## src/rtl/bcd_counter_n.sv

```systemverilog
// ---------------------------------------------------------------------------
// bcd_counter_n
//   N-digit BCD up/down counter with a programmable terminal value.
//   Supports synchronous clear and load, and combinational carry/borrow
//   pulses so that instances can be cascaded (CO/BO -> CE of the next stage).
//
// Parameters
//   DIGITS  number of BCD digits (1..8); count width W = 4*DIGITS
//
// Ports
//   CLK    in   1  clock, rising edge
//   RST_N  in   1  asynchronous active-low reset (CNT -> 0)
//   CE     in   1  count enable, one step per edge
//   DIR    in   1  1 = up, 0 = down
//   CLR    in   1  synchronous clear (highest priority)
//   LD     in   1  synchronous load of LDV (digits > 9 clamp to 9)
//   LDV    in   W  BCD load value
//   MAXV   in   W  BCD terminal value (modulus - 1)
//   CNT    out  W  current count, digit 0 in CNT[3:0]
//   CO     out  1  carry: up step taken at CNT >= MAXV
//   BO     out  1  borrow: down step taken at CNT == 0
//
// Configuration
//   BCD_CNT_SAT_EN  when defined, the counter saturates instead of wrapping:
//                   up at/above MAXV settles on MAXV, down at 0 stays at 0.
//                   CO/BO still flag each attempted overflow/underflow.
// ---------------------------------------------------------------------------
module bcd_counter_n #(
    parameter int DIGITS = 2
) (
    input  logic                  CLK,
    input  logic                  RST_N,
    input  logic                  CE,
    input  logic                  DIR,
    input  logic                  CLR,
    input  logic                  LD,
    input  logic [4*DIGITS-1:0]   LDV,
    input  logic [4*DIGITS-1:0]   MAXV,
    output logic [4*DIGITS-1:0]   CNT,
    output logic                  CO,
    output logic                  BO
);

    localparam int W = 4 * DIGITS;

    logic [W-1:0] cnt_inc;
    logic [W-1:0] cnt_dec;
    logic [W-1:0] ldv_clamp;
    logic [W-1:0] up_term;
    logic [W-1:0] dn_term;
    logic [W-1:0] cnt_nxt;
    logic         at_max;
    logic         at_zero;

    // Unsigned W-bit compare; correct ordering for legal BCD values.
    assign at_max  = (CNT >= MAXV);
    assign at_zero = (CNT == '0);

    // Ripple BCD increment: a digit at 9 (or an invalid digit) rolls to 0
    // and passes the carry on.
    always_comb begin : bcd_inc
        logic carry;
        carry   = 1'b1;
        cnt_inc = CNT;
        for (int i = 0; i < DIGITS; i++) begin
            if (carry) begin
                if (CNT[4*i +: 4] >= 4'd9) begin
                    cnt_inc[4*i +: 4] = 4'd0;
                end else begin
                    cnt_inc[4*i +: 4] = CNT[4*i +: 4] + 4'd1;
                    carry             = 1'b0;
                end
            end
        end
    end

    // Ripple BCD decrement: a digit at 0 rolls to 9 and borrows.
    always_comb begin : bcd_dec
        logic borrow;
        borrow  = 1'b1;
        cnt_dec = CNT;
        for (int i = 0; i < DIGITS; i++) begin
            if (borrow) begin
                if (CNT[4*i +: 4] == 4'd0) begin
                    cnt_dec[4*i +: 4] = 4'd9;
                end else begin
                    cnt_dec[4*i +: 4] = CNT[4*i +: 4] - 4'd1;
                    borrow            = 1'b0;
                end
            end
        end
    end

    always_comb begin : load_clamp
        ldv_clamp = LDV;
        for (int i = 0; i < DIGITS; i++) begin
            if (LDV[4*i +: 4] > 4'd9) begin
                ldv_clamp[4*i +: 4] = 4'd9;
            end
        end
    end

    // Value taken when a step hits the terminal condition.
`ifdef BCD_CNT_SAT_EN
    // Up at/above MAXV settles on MAXV (holds if already equal).
    assign up_term = MAXV;
    assign dn_term = '0;
`else
    assign up_term = '0;
    assign dn_term = MAXV;
`endif

    always_comb begin
        cnt_nxt = CNT;
        if (CLR) begin
            cnt_nxt = '0;
        end else if (LD) begin
            cnt_nxt = ldv_clamp;
        end else if (CE) begin
            if (DIR) begin
                cnt_nxt = at_max ? up_term : cnt_inc;
            end else begin
                cnt_nxt = at_zero ? dn_term : cnt_dec;
            end
        end
    end

    always_ff @(posedge CLK or negedge RST_N) begin
        if (!RST_N) begin
            CNT <= '0;
        end else begin
            CNT <= cnt_nxt;
        end
    end

    assign CO = CE &  DIR & ~CLR & ~LD & at_max;
    assign BO = CE & ~DIR & ~CLR & ~LD & at_zero;

endmodule

```

## config.mk

```make
export PLATFORM = sky130hd
export DESIGN_NAME = bcd_counter_n
export DESIGN_NICKNAME = d
export VERILOG_FILES = /design/src/rtl/bcd_counter_n.sv
export SDC_FILE = /design/constraint.sdc
export NUM_CORES = 1
export LEC_CHECK = 0
export ABC_CLOCK_PERIOD_IN_PS = 3050
export BUFFER_PORTS_ARGS = -buffer_cell sky130_fd_sc_hd__buf_2
export CAP_MARGIN = 20
export CORE_MARGIN = 8
export CORE_UTILIZATION = 53
export CTS_CLUSTER_SIZE = 20
export DETAILED_ROUTE_END_ITERATION = 12
export GPL_ROUTABILITY_DRIVEN = 0
export PLACE_DENSITY_LB_ADDON = 0.3
export SLEW_MARGIN = 20
export SYNTH_ARGS = -nofsm -noshare
export SYNTH_HDL_FRONTEND = slang
export SYNTH_SLANG_ARGS = --single-unit
```

## constraint.sdc

```tcl
create_clock -name CLK -period 3.05 [get_ports CLK]
set_input_delay 0.305 -clock CLK [delete_from_list [all_inputs] [get_ports CLK]]
set_output_delay 0.305 -clock CLK [all_outputs]
set_load 0.01 [all_outputs]
```

==> impl_metrics.py <==
metrics = {
    "status": {
        "status": "completed",
    },
    "place": {
        "placed_cells_incl_taps": 205,
        "hpwl_um": 2640,
        "port_buffers": 31,
        "place_area_um2": 1360,
    },
    "cells_and_area": {
        "syn_to_final_growth_pct": 17.2,
        "fin_cells": 209,
        "top_regs": "CNT x8",
        "antennaDiodeCount": 0,
        "largest_register_ffs": 8,
        "drive_above_1_share": 0.254,
        "fin_nets": 220,
        "top_register": "CNT",
        "final_util": 0.644,
        "postLayoutCellArea_um2": 1400,
    },
    "grt": {
        "grt_first_pass_wirelength_um": 5580,
        "grt.total_usage": 0.158,
        "gr-total-overflow": 0,
        "grt_pass1_vias": 1299,
        "antenna_found_initial": 0,
        "grt_max_degree": 28,
    },
    "logic_synthesis": {
        "syn-instance-count": 151,
        "yosysWarnings": 0,
        "syn_area_um2": 1190,
        "post-synth-top-area-fraction": 0.168,
        "synth_seq_cells": 8,
        "synth_edf_count": 0,
        "synth_area_per_cell_um2": 7.89,
        "synth_nets": 188,
        "postSynth.asyncResetShare": 1.00,
        "synth_area_leader_cell": "dfrtp_1",
        "synth.distinct_cells": 51,
        "synthMostInstantiatedCell": "inv_1",
        "synth_flop_cell": "dfrtp_1",
        "seq_area_frac_synth": 0.168,
        "synth.top_cells.by_count": "inv_1 (19), nor2_1 (16), ha_1 (15), a21oi_1 (9)",
        "ys_top_cells_by_area": "dfrtp_1 (17%), ha_1 (16%), inv_1 (6.0%)",
    },
    "sta": {
        "fin_crit_ps": 2520,
        "drv_slew": 0,
        "setup_violations": 0,
        "tightest_slew_ps": 506,
        "slew_headroom": 0.654,
        "finalSetupTns_ps": 0,
        "fin_crit_sh": 0.828,
        "fmax_mhz": 396,
        "hold_viol_final": 0,
        "fin_worst_skew_ps": 5.69,
        "rsz0062_at_grt": "no",
    },
    "worst_setup_path": {
        "path_cells": "inv_1, ha_1, nand2b_1, a2111oi_2, or3_2, a21oi_1, buf_2",
        "r2r-start": "CNT[0]",
        "rr_endpoint": "CNT[4]",
        "path_max_fanout": 6,
        "cp.required_ps": 2740,
        "crit_arrival_ps": 2220,
        "cp-end-kind": "output port",
        "startpoint": "CNT[0]",
        "reg2regPathDepth": 8,
        "path_class": "reg -> out",
        "slowest_stage": "a2111oi_2",
        "worst-r2r-setup-slack_ps": 560,
        "max_stage_delay_ps": 540,
        "critPathLaunchType": "flop",
        "cp-endpoint": "CO",
    },
    "route": {
        "drtAntennaViolNets": 0,
        "via_per_inst": 5.94,
        "routed_wirelength_um": 3240,
        "drt_iter0_drc": 43,
        "vias": 1242,
        "drc": 0,
        "drt_pass1_iterations": 5,
        "wl_per_cell_um": 15.5,
    },
    "cts": {
        "clock-sinks": 8,
        "tritoncts": "done",
        "cts_max_level": 1,
        "root_buffer": "clkbuf_4",
        "clock_path_buffers": 2,
        "clk_latency_ps": 250,
        "cts-resized-gates": 0,
        "ctsHoldBuffers": 1,
        "clk_pin_slew_ps": 60,
        "cts_made_buffers": 3,
        "cts_setup_buffers": 0,
    },
    "pwr": {
        "power_uw": 481,
        "ir_drop_v": 0.000210,
        "p_leak_nw": 0.686,
        "pwr_density_cell_nw_per_um2": 344,
    },
    "floorplanning": {
        "die_x_um": 63.4,
        "rows": 17,
        "chipHeight_um": 63.4,
        "initial_utilization": 0.549,
        "core_um2": 2170,
        "ios": 32,
        "die_area_um2": 4020,
    },
    "min_path": {
        "min_path_type": "in -> reg",
    },
    "flow_run": {
        "maxCapViolations": 0,
    },
}
## logic make-up (layout without fill, tap and decap cells)
| family | Yosys count | in the layout | synth area share |
|---|---|---|---|
| buffers and inverters | 26 | 56 | 0.0872 |
| adders and majority gates | 15 | 15 | 0.158 |
| AOI/OAI and AO/OA | 51 | 51 | 0.329 |
| DFF | 8 | 8 | 0.168 |
| muxes | 1 | 1 | 0.00840 |
| xor gates and xnor gates | 1 | 1 | 0.00735 |
| and+or+nand+nor | 49 | 49 | 0.243 |
## stage by stage
step           worst slack [ps]  hold slack (ps)
3_3_place_gp                661              162
5_1_grt                     407              319
3_5_place_dp                560              164
4_1_cts                     507              313
6_report                    525              314
2_1_floorplan               776             9.41
## layout by cell type (no fill, tap or decap), types with 5 or more instances in the layout
cell,n
a21oi_1,9
buf_2,31
dfrtp_1,8
ha_1,15
inv_1,19
nand2_1,7
nor2_1,16
o21ai_0,8
o22ai_1,5
## worst max-delay path, delay by kind of cell (launching register included)
kind / cells / cell delay [ps]
AO/OA/AOI/OAI: 2 / 600
adder cells (fa/ha/maj): 1 / 250
buffers and inverters: 2 / 320
flip-flops: 1 / 430
AND/OR/NAND/NOR: 2 / 360
## power by group
group          switching [mW]  internal (mW)  total (mW)
Clock                  0.0390         0.0453      0.0842
Sequential             0.0217          0.117       0.139
Combinational           0.145          0.112       0.258
## final cells by class
class                   instances  area [um2]
fillers                       203         773
inverters                      19        71.3
flip-flops and latches          8         200
multi-input cells             117         887
clock buffers                   3        22.5
well taps                      28        35.0
repair buffers                 34         180
## layer usage
metal  track usage  wire length, um  vias to the layer above
li1              -                -                      626
met5             0                0                        -
met1         0.205             1550                      575
met2         0.264             1490                       41
met3        0.0265              201                        0
met4        0.0390                0                        0
## worst min-delay path by stage
stage           from  endpoint  slack, ps  cells after the start
6_report         CLR    CNT[3]        310                      2
5_1_grt          CLR    CNT[3]        320                      2
4_1_cts          CLR    CNT[3]        310                      2
3_5_place_dp   RST_N    CNT[3]        160                      1
3_3_place_gp   RST_N    CNT[4]        160                      1
2_1_floorplan  RST_N    CNT[0]          9                      0
(Power assumes the default switching activity.)
